==> src/rtl/piece_dropper_pkg.sv <==
`default_nettype none
// ============================================================================
// Module : connect4_pkg
// Brief  : Shared board geometry, widths, FSM states and cell indexing.
// Rev    : 1.0
// ============================================================================
package connect4_pkg;

    localparam int ROWS  = 6;
    localparam int COLS  = 7;
    localparam int CELLS = ROWS * COLS;
    localparam int ROW_W = 3;
    localparam int COL_W = 3;
    localparam int CNT_W = 6;

    localparam logic [ROW_W-1:0] c_row_last = ROW_W'(ROWS - 1);
    localparam logic [COL_W-1:0] c_col_last = COL_W'(COLS - 1);

    typedef enum logic [1:0] {
        ST_IDLE   = 2'd0,
        ST_SCAN   = 2'd1,
        ST_FALL   = 2'd2,
        ST_REJECT = 2'd3
    } state_t;

    // Row 0 is the top row, so the bottom-left cell is bit COLS*(ROWS-1).
    function automatic logic [CNT_W-1:0] cell_index(input logic [ROW_W-1:0] row,
                                                    input logic [COL_W-1:0] col);
        return CNT_W'(int'(col) + COLS * int'(row));
    endfunction

endpackage
`default_nettype wire

==> src/rtl/piece_dropper_if.sv <==
`default_nettype none
// ============================================================================
// Module : piece_dropper_if
// Brief  : Controller <-> piece dropper handshake and board encoding bundle.
// Rev    : 1.0
// ============================================================================
interface piece_dropper_if
    import connect4_pkg::*;
();

    logic             new_game;
    logic             drop_req;
    logic [COL_W-1:0] drop_col;
    logic             tick_en;
    logic             busy;
    logic             drop_ack;
    logic             drop_ok;
    logic [CELLS-1:0] red_enc;
    logic [CELLS-1:0] yellow_enc;
    logic             red_turn;
    logic             board_full;
    logic             fall_valid;
    logic [ROW_W-1:0] fall_row;
    logic [COL_W-1:0] fall_col;

    modport master (
        output new_game, drop_req, drop_col, tick_en,
        input  busy, drop_ack, drop_ok, red_enc, yellow_enc, red_turn,
               board_full, fall_valid, fall_row, fall_col
    );

    modport slave (
        input  new_game, drop_req, drop_col, tick_en,
        output busy, drop_ack, drop_ok, red_enc, yellow_enc, red_turn,
               board_full, fall_valid, fall_row, fall_col
    );

endinterface
`default_nettype wire

==> src/rtl/piece_dropper_column_probe.sv <==
`default_nettype none
// ============================================================================
// Module : column_probe
// Brief  : Combinational occupancy lookup of one board cell.
// Rev    : 1.0
// ============================================================================
module column_probe
    import connect4_pkg::*;
(
    input  wire logic [CELLS-1:0] i_red_enc,
    input  wire logic [CELLS-1:0] i_yellow_enc,
    input  wire logic [ROW_W-1:0] i_row,
    input  wire logic [COL_W-1:0] i_col,
    output logic                  o_occ
);

    logic [CELLS-1:0] w_occ_map;
    logic [CNT_W-1:0] w_idx;

    assign w_occ_map = i_red_enc | i_yellow_enc;
    assign w_idx     = cell_index(i_row, i_col);
    assign o_occ     = w_occ_map[w_idx];

endmodule
`default_nettype wire

==> src/rtl/piece_dropper.sv <==
`default_nettype none
// ============================================================================
// Module : piece_dropper
// Brief  : Drops pieces into a Connect-4 board; owns red/yellow encodings.
//          Optional falling-piece animation enabled by macro DROP_ANIM_EN.
// Rev    : 1.0
// ============================================================================
module piece_dropper
    import connect4_pkg::*;
(
    input  wire logic           clk,
    input  wire logic           rst_n,
    piece_dropper_if.slave      bus
);

    state_t           r_state, w_state_nxt;
    logic [COL_W-1:0] r_col, w_col_nxt;
    logic [ROW_W-1:0] r_row, w_row_nxt;
    logic [CELLS-1:0] r_red, w_red_nxt;
    logic [CELLS-1:0] r_yel, w_yel_nxt;
    logic             r_red_turn, w_red_turn_nxt;
    logic [CNT_W-1:0] r_cnt, w_cnt_nxt;
    logic             r_ack, w_ack_nxt;
    logic             r_ok, w_ok_nxt;
    logic             w_commit;
    logic             w_occ;
    logic [CELLS-1:0] w_mask;

    column_probe u_probe (
        .i_red_enc    (r_red),
        .i_yellow_enc (r_yel),
        .i_row        (r_row),
        .i_col        (r_col),
        .o_occ        (w_occ)
    );

    assign w_mask = CELLS'(1) << cell_index(r_row, r_col);

`ifdef DROP_ANIM_EN
    logic             r_fall_valid, w_fall_valid_nxt;
    logic [ROW_W-1:0] r_fall_row, w_fall_row_nxt;
    logic [COL_W-1:0] r_fall_col, w_fall_col_nxt;
`endif

    always_ff @(posedge clk or negedge rst_n) begin
        if (!rst_n) begin
            r_state    <= ST_IDLE;
            r_col      <= '0;
            r_row      <= '0;
            r_red      <= '0;
            r_yel      <= '0;
            r_red_turn <= 1'b1;
            r_cnt      <= '0;
            r_ack      <= 1'b0;
            r_ok       <= 1'b0;
`ifdef DROP_ANIM_EN
            r_fall_valid <= 1'b0;
            r_fall_row   <= '0;
            r_fall_col   <= '0;
`endif
        end else begin
            r_state    <= w_state_nxt;
            r_col      <= w_col_nxt;
            r_row      <= w_row_nxt;
            r_red      <= w_red_nxt;
            r_yel      <= w_yel_nxt;
            r_red_turn <= w_red_turn_nxt;
            r_cnt      <= w_cnt_nxt;
            r_ack      <= w_ack_nxt;
            r_ok       <= w_ok_nxt;
`ifdef DROP_ANIM_EN
            r_fall_valid <= w_fall_valid_nxt;
            r_fall_row   <= w_fall_row_nxt;
            r_fall_col   <= w_fall_col_nxt;
`endif
        end
    end

    always_comb begin
        w_state_nxt    = r_state;
        w_col_nxt      = r_col;
        w_row_nxt      = r_row;
        w_red_nxt      = r_red;
        w_yel_nxt      = r_yel;
        w_red_turn_nxt = r_red_turn;
        w_cnt_nxt      = r_cnt;
        w_ack_nxt      = 1'b0;
        w_ok_nxt       = r_ok;
        w_commit       = 1'b0;
`ifdef DROP_ANIM_EN
        w_fall_valid_nxt = r_fall_valid;
        w_fall_row_nxt   = r_fall_row;
        w_fall_col_nxt   = r_fall_col;
`endif

        if (bus.new_game) begin
            w_state_nxt    = ST_IDLE;
            w_red_nxt      = '0;
            w_yel_nxt      = '0;
            w_red_turn_nxt = 1'b1;
            w_cnt_nxt      = '0;
`ifdef DROP_ANIM_EN
            w_fall_valid_nxt = 1'b0;
            w_fall_row_nxt   = '0;
            w_fall_col_nxt   = '0;
`endif
        end else begin
            case (r_state)
                ST_IDLE: begin
                    if (bus.drop_req) begin
                        if (bus.drop_col > c_col_last) begin
                            w_state_nxt = ST_REJECT;
                        end else begin
                            w_col_nxt   = bus.drop_col;
                            w_row_nxt   = c_row_last;
                            w_state_nxt = ST_SCAN;
                        end
                    end
                end
                ST_SCAN: begin
                    if (!w_occ) begin
`ifdef DROP_ANIM_EN
                        // Target row stays in r_row while the piece animates down.
                        w_state_nxt      = ST_FALL;
                        w_fall_valid_nxt = 1'b1;
                        w_fall_row_nxt   = '0;
                        w_fall_col_nxt   = r_col;
`else
                        w_commit = 1'b1;
`endif
                    end else if (r_row != '0) begin
                        w_row_nxt = r_row - ROW_W'(1);
                    end else begin
                        w_state_nxt = ST_REJECT;
                    end
                end
`ifdef DROP_ANIM_EN
                ST_FALL: begin
                    if (bus.tick_en) begin
                        if (r_fall_row == r_row) begin
                            w_commit         = 1'b1;
                            w_fall_valid_nxt = 1'b0;
                        end else begin
                            w_fall_row_nxt = r_fall_row + ROW_W'(1);
                        end
                    end
                end
`endif
                ST_REJECT: begin
                    w_ack_nxt   = 1'b1;
                    w_ok_nxt    = 1'b0;
                    w_state_nxt = ST_IDLE;
                end
                default: begin
                    w_state_nxt = ST_IDLE;
                end
            endcase

            if (w_commit) begin
                if (r_red_turn) begin
                    w_red_nxt = r_red | w_mask;
                end else begin
                    w_yel_nxt = r_yel | w_mask;
                end
                w_red_turn_nxt = ~r_red_turn;
                w_cnt_nxt      = r_cnt + CNT_W'(1);
                w_ack_nxt      = 1'b1;
                w_ok_nxt       = 1'b1;
                w_state_nxt    = ST_IDLE;
            end
        end
    end

    assign bus.busy       = (r_state != ST_IDLE);
    assign bus.drop_ack   = r_ack;
    assign bus.drop_ok    = r_ok;
    assign bus.red_enc    = r_red;
    assign bus.yellow_enc = r_yel;
    assign bus.red_turn   = r_red_turn;
    assign bus.board_full = (r_cnt == CNT_W'(CELLS));

`ifdef DROP_ANIM_EN
    assign bus.fall_valid = r_fall_valid;
    assign bus.fall_row   = r_fall_row;
    assign bus.fall_col   = r_fall_col;
`else
    logic w_unused_tick;
    assign w_unused_tick  = bus.tick_en;
    assign bus.fall_valid = 1'b0;
    assign bus.fall_row   = '0;
    assign bus.fall_col   = '0;
`endif

endmodule
`default_nettype wire

==> src/flat_wrapper.sv <==
// flat-port wrapper written by rule: the top's interface ports become plain ports
module piece_dropper_flat import connect4_pkg::*;
  (clk, rst_n, bus_new_game, bus_drop_req, bus_drop_col, bus_tick_en, bus_busy, bus_drop_ack, bus_drop_ok, bus_red_enc, bus_yellow_enc, bus_red_turn, bus_board_full, bus_fall_valid, bus_fall_row, bus_fall_col);
  piece_dropper_if bus_i ();
  input  wire logic clk;
  input  wire logic rst_n;
  input wire logic [$bits(bus_i.new_game)-1:0] bus_new_game;
  input wire logic [$bits(bus_i.drop_req)-1:0] bus_drop_req;
  input wire logic [$bits(bus_i.drop_col)-1:0] bus_drop_col;
  input wire logic [$bits(bus_i.tick_en)-1:0] bus_tick_en;
  output wire logic [$bits(bus_i.busy)-1:0] bus_busy;
  output wire logic [$bits(bus_i.drop_ack)-1:0] bus_drop_ack;
  output wire logic [$bits(bus_i.drop_ok)-1:0] bus_drop_ok;
  output wire logic [$bits(bus_i.red_enc)-1:0] bus_red_enc;
  output wire logic [$bits(bus_i.yellow_enc)-1:0] bus_yellow_enc;
  output wire logic [$bits(bus_i.red_turn)-1:0] bus_red_turn;
  output wire logic [$bits(bus_i.board_full)-1:0] bus_board_full;
  output wire logic [$bits(bus_i.fall_valid)-1:0] bus_fall_valid;
  output wire logic [$bits(bus_i.fall_row)-1:0] bus_fall_row;
  output wire logic [$bits(bus_i.fall_col)-1:0] bus_fall_col;
  assign bus_i.new_game = bus_new_game;
  assign bus_i.drop_req = bus_drop_req;
  assign bus_i.drop_col = bus_drop_col;
  assign bus_i.tick_en = bus_tick_en;
  assign bus_busy = bus_i.busy;
  assign bus_drop_ack = bus_i.drop_ack;
  assign bus_drop_ok = bus_i.drop_ok;
  assign bus_red_enc = bus_i.red_enc;
  assign bus_yellow_enc = bus_i.yellow_enc;
  assign bus_red_turn = bus_i.red_turn;
  assign bus_board_full = bus_i.board_full;
  assign bus_fall_valid = bus_i.fall_valid;
  assign bus_fall_row = bus_i.fall_row;
  assign bus_fall_col = bus_i.fall_col;
  piece_dropper u_core (.clk(clk), .rst_n(rst_n), .bus(bus_i));
endmodule
==> config.mk <==
export PLATFORM = sky130hd
export DESIGN_NAME = piece_dropper_flat
export DESIGN_NICKNAME = d
export VERILOG_FILES = /design/src/rtl/piece_dropper_pkg.sv /design/src/rtl/piece_dropper_if.sv /design/src/rtl/piece_dropper_column_probe.sv /design/src/rtl/piece_dropper.sv /design/src/flat_wrapper.sv
export SDC_FILE = /design/constraint.sdc
export NUM_CORES = 1
export LEC_CHECK = 0
export BUFFER_PORTS_ARGS = -buffer_cell sky130_fd_sc_hd__buf_2
export CAP_MARGIN = 20
export CORE_ASPECT_RATIO = 1.4
export CORE_MARGIN = 2
export CORE_UTILIZATION = 35
export CTS_CLUSTER_SIZE = 10
export DETAILED_ROUTE_END_ITERATION = 10
export PLACE_DENSITY = 0.66
export SETUP_SLACK_MARGIN = 0.1
export SYNTH_ARGS = -nofsm -noshare
export SYNTH_HDL_FRONTEND = slang
export SYNTH_HIERARCHICAL = 1
export SYNTH_SLANG_ARGS = --single-unit
==> constraint.sdc <==
create_clock -name clk -period 5.6 [get_ports clk]
set_input_delay 0.28 -clock clk [delete_from_list [all_inputs] [get_ports clk]]
set_output_delay 0.28 -clock clk [all_outputs]
set_load 0.01 [all_outputs]
==> flow_summary.ini, run 1 <==
[global_route]
grt_overflow = 0
grt_pass1_vias = 4485
antenna_found_initial = 0
track_usage = 0.188
grt_max_degree = 97
grt_pass1_wl_um = 24000

[floorplan]
die_h_um = 151
die_w_um = 109
num_rows = 53
coreArea_um2 = 15100
io-pin-count = 104
dieArea_um2 = 16500
start_util = 0.360

[setup_path]
cp_data_required_time_ns = 5.85
r2r_cells = 16
regToRegStartpoint = u_core/r_row[0]$_DFFE_PN0P_
rrSetupSlack_ns = 0.46
critical_path.max_fanout = 11
critPathArrivalTime_ns = 5.39
critPathLaunch = u_core/r_row[0]$_DFFE_PN0P_
end_kind = flop
path_class = flop to flop
start_kind = flop
r2r_end = u_core/r_cnt[5]$_DFFE_PN0P_

[worst_hold_path]
whs_path_depth = 2
worstHoldStart = bus_drop_col[0]
hold_path.class = primary input to flop
holdPathEnd = u_core/r_col[0]$_DFFE_PN0P_

[finish]
nNetsFinal = 686
diodes = 0
syn_to_final_growth_pct = 18.5
drive_gt1_frac = 0.229
fill_cells = 1467

[sta]
min_period_ns = 5.14
final-hold-violation-count = 0
max_slew_margin = 0.336
finalMaxSlewViolations = 0
min_period_over_period = 0.919
rsz0062_at_grt = no
worst_clock_skew_ns = 0.00653
finalSetupTns_ns = 0
setup_viol = 0
fmax_mhz = 194
worst_pin_slew_ns = 0.996

[synthesis]
synth-seq-cells = 101
yosys-top-cells-area = dfrtp_1 (46%), a31oi_1 (10%), nor2_1 (8.7%)
yosysMostFrequentCell = nor2_1
yosys_warnings = 6
yosys.cell_types.count = 50
synthesis.instances = 557
synth_common_cells = nor2_1 (126), dfrtp_1 (100), a31oi_1 (87)
syn_area_per_cell_um2 = 9.72
yosysSeqAreaShare = 0.467
synth_area_leader_cell = dfrtp_1
synth_flop_cell = dfrtp_1
yosysTopAreaCellShare = 0.462
synthArstFlopShare = 1.00
synth_edf_count = 0
netlist_area_um2 = 5420

[placed_design]
place.gp.congestion = 0.891
dp_hpwl_um = 10800
portBuffers = 95

[routing]
drtIter0Drc = 383
ant_nets = 0
wl_um = 15100
drc = 0
drtPass1Iterations = 7
wl_per_cell_um = 17.9
vias = 4572
via_per_inst = 5.42

[clocking]
cts_made_buffers = 9
cts_num_sinks = 101
clock_latency_ns = 0.35
cts_root_buf = clkbuf_16
clk_pin_slew_ns = 0.07
clk_path_buf_depth = 2
cts_tree = yes
h-tree-depth = 3

[job]
cap_violations = 0

[outcome]
outcome = finished clean
-- worst max-delay path, cell delays in order (launching register included) --
cell and delay [ns]:
dfrtp_1 0.52, fa_1 0.55, fa_1 0.57, inv_1 0.07, fa_1 0.54, buf_4 0.21
or3_1 0.37, o311ai_1 0.09, o311a_1 0.22, o32a_1 0.18, o2bb2ai_1 0.13, o22ai_1 0.26
nor3b_4 0.38, buf_4 0.23, nand4_1 0.16, or3_1 0.38, a21oi_1 0.19
-- timing repair --
item | in CTS | in global routing
hold buffers | 1 | 0
resized for setup | 0 | 0
hold endpoints to repair | 39 | 0
setup buffers | 0 | 0
-- layout by cell type, fill, tap and decap left out, types with 5 or more instances in the layout --
master     Yosys  layout
nor3_1        21      21
dfrtp_1      100     100
ha_1          24      24
o21ai_0       12      12
nand2b_1       5       5
buf_2         10      94
a211oi_1      11      11
fa_1           8       8
conb_1         1       7
nor2_1       126     126
nand2_1       11      11
nor2b_1        5       5
a21oi_1       21      21
xor2_1         7       6
clkbuf_16      0       9
inv_1         15      15
buf_4         10      16
a31oi_1       87      87
-- layout make-up --
class                      instances  area [um2]  area share
clock inverter                     6        52.6     0.00819
clock buffer                      10         229      0.0357
timing repair buffer             117         703       0.110
inverter                          15        56.3     0.00877
multi-input combinational        402        2610       0.406
tap                              192         240      0.0374
sequential                       101        2530       0.394
-- how the worst max path moves through the flow --
| stage | endpoint | slack, ns |
|---|---|---|
| after detailed placement | u_core/r_cnt[5]$_DFFE_PN0P_ | 0.47 |
| after global routing | u_core/r_cnt[5]$_DFFE_PN0P_ | 0.18 |
| after floorplan | u_core/bus.red_enc[26]$_DFFE_PN0P_ | 1.21 |
| after CTS | u_core/r_cnt[5]$_DFFE_PN0P_ | 0.43 |
| after global placement | u_core/bus.red_enc[34]$_DFFE_PN0P_ | 0.60 |
| final | u_core/r_cnt[5]$_DFFE_PN0P_ | 0.46 |
-- layer usage --
metal,wire (um),share of wire,vias to the layer above,global-route usage
li1,-,-,2158,-
met1,6160,0.41,2236,0.241
met2,7660,0.51,158,0.314
met3,889,0.059,20,0.0344
met4,382,0.025,0,0.0750
met5,0,0,-,0
-- stage by stage --
step                utilization  instances  setup WS, ns  cell area (um2)  hold WS (ns)
global placement          0.404        823         0.599             6080         0.292
floorplan                     -        563          1.21             5440       -0.0156
CTS                       0.426        843         0.433             6420         0.210
finish                    0.426        843         0.455             6420         0.219
detailed placement        0.407        826         0.466             6130         0.304
global route              0.426        843         0.183             6420         0.223
-- flip-flops by register name (all words and copies together) (netlist names) --
| register | count |
|---|---|
| u_core/bus.red_enc | 42 |
| u_core/r_state | 2 |
| u_core/bus.yellow_enc | 42 |
| u_core/r_cnt | 6 |
| u_core/bus.red_turn | 1 |
| u_core/bus.drop_ok | 1 |
| u_core/r_col | 3 |
| u_core/bus.drop_ack | 1 |
| u_core/r_row | 3 |
-- cells by family (layout without fill, tap and decap cells) --
kind of cell	Yosys count	after routing	synth area share
xor gates and xnor gates	11	11	0.0178
AOI/OAI and AO/OA	150	150	0.176
buffers and inverters	60	148	0.0605
muxes	9	9	0.0282
other	1	7	0.000692
and+or+nand+nor	193	193	0.165
adders and majority gates	32	32	0.0850
DFF	101	101	0.467
Power of run 1 is not shown: default switching activity piles up to over one toggle a cycle in this logic, so the estimate is an artifact.
==> run 2: changes to the inputs <==
--- a/config.mk
+++ b/config.mk
@@ -12,6 +12,7 @@
 export CORE_UTILIZATION = 35
 export CTS_CLUSTER_SIZE = 10
 export DETAILED_ROUTE_END_ITERATION = 10
+export MAX_ROUTING_LAYER = met4
 export PLACE_DENSITY = 0.66
 export SETUP_SLACK_MARGIN = 0.1
 export SYNTH_ARGS = -nofsm -noshare
==> run 2 against run 1 <==
Effect of this change: worst hold slack got worse by 0.0020 ns; flip-flop and latch count did not move; die area did not move; clock skew barely moved; clock-buffer cell count did not move; first-iteration DRC count fell by 6.0%; register-to-register slack improved by 0.03 ns; cell area did not move; sequential share of layout area did not move; non-clock buffer count did not move; highest routed layer unchanged.
==> flow_summary.ini, run 2 (same netlist as run 1, synthesis figures left out) <==
[outcome]
outcome = finished clean

[sta]
setup_viol = 0
min_period_ns = 5.12
min_period_over_period = 0.914
worst_clock_skew_ns = 0.00607
finalMaxSlewViolations = 0
max_slew_margin = 0.340
worst_pin_slew_ns = 0.990
whs_ns = 0.217
final-hold-violation-count = 0
fmax_mhz = 195
fin_ws_ns = 0.482
finalSetupTns_ns = 0
rsz0062_at_grt = no

[global_route]
grt_pass1_vias = 4482
met1_usage = 0.245
grt_pass1_wl_um = 24000
antenna_found_initial = 0
grt_overflow = 0
grt_max_degree = 97
grtUsageMet2 = 0.314
busiest_layer = met2
grt.met3_usage = 0.0275
track_usage = 0.194

[setup_path]
rrSetupSlack_ns = 0.48
regToRegStartpoint = u_core/r_row[0]$_DFFE_PN0P_
critPathLaunch = u_core/r_row[0]$_DFFE_PN0P_
path_class = flop to flop
crit_chain = fa_1 -> fa_1 -> inv_1 -> fa_1 -> buf_4 -> or3_1 -> o311ai_1 -> o311a_1 -> o32a_1 -> o2bb2ai_1 -> o22ai_1 -> nor3b_4 -> buf_4 -> nand4_1 -> or3_1 -> a21oi_1
crit_buf_inv = 3
end_kind = flop
critPathArrivalTime_ns = 5.37
critical_path.max_fanout = 11
r2r_end = u_core/r_cnt[5]$_DFFE_PN0P_
crit_top_cell = fa_1
cp_data_required_time_ns = 5.86
cp_slowest_cell = fa_1
slowest_delay_ns = 0.57
path_delay_family = adder cells
r2r_cells = 16
start_kind = flop

[placed_design]
portBuffers = 95
dp.cells = 826
dp_hpwl_um = 10800
place.gp.congestion = 0.906
post-place-ws_ns = 0.466

[clocking]
clock_latency_ns = 0.35
cts_num_sinks = 101
clk_pin_slew_ns = 0.07
cts_setup_buffers = 0
clk_path_buf_depth = 2
cts_tree = yes
cts_root_buf = clkbuf_16
cts_made_buffers = 9
h-tree-depth = 3

[worst_hold_path]
whs_path_depth = 2
holdPathEnd = u_core/r_col[0]$_DFFE_PN0P_
worstHoldStart = bus_drop_col[0]
hold_path.class = primary input to flop

[routing]
ant_nets = 0
drtIter0Drc = 360
wl_per_cell_um = 17.9
wl_um = 15100
drtPass1Iterations = 5
vias = 4581
drc = 0
via_per_inst = 5.43

[finish]
nNetsFinal = 686
drive_gt1_frac = 0.229
syn_to_final_growth_pct = 18.5
final_common_cell = nor2_1
diodes = 0
final_cell_mix = nor2_1 (126), dfrtp_1 (100), buf_2 (94)
fin_cells = 843

[floorplan]
die_h_um = 151
io-pin-count = 104
start_util = 0.360
coreArea_um2 = 15100
num_rows = 53
die_w_um = 109
dieArea_um2 = 16500

[job]
cap_violations = 0
## run 2: timing repair
action                                 4_1_cts  5_1_grt
endpoints found under the hold margin       39        0
hold buffers                                 1        0
gates resized for setup                      0        0
## run 2: metal layers
layer | part of all wire | wire, um
met5 | 0 | 0
met4 | 0.026 | 397
met3 | 0.046 | 700
met2 | 0.51 | 7720
met1 | 0.42 | 6290
## run 2: stage by stage
step	instance area (um2)	util
detailed placement	6130	0.407
floorplan	5440	-
CTS	6420	0.426
global route	6420	0.426
global placement	6080	0.404
finish	6420	0.426
## run 2: worst max path at each step
stage                                          to  cells after the start
3_5_place_dp          u_core/r_cnt[5]$_DFFE_PN0P_                     16
2_1_floorplan  u_core/bus.red_enc[26]$_DFFE_PN0P_                     17
6_report              u_core/r_cnt[5]$_DFFE_PN0P_                     16
3_3_place_gp   u_core/bus.red_enc[34]$_DFFE_PN0P_                     16
5_1_grt               u_core/r_cnt[5]$_DFFE_PN0P_                     16
4_1_cts               u_core/r_cnt[5]$_DFFE_PN0P_                     16
## run 2: layout make-up
type,instances,area (um2)
Clock inverter,6,52.6
Multi-Input combinational cell,402,2610
Fill cell,1467,8640
Clock buffer,10,229
Inverter,15,56.3
Timing Repair Buffer,117,703
Sequential cell,101,2530
Tap cell,192,240
Power of run 2 is left out for the same reason.
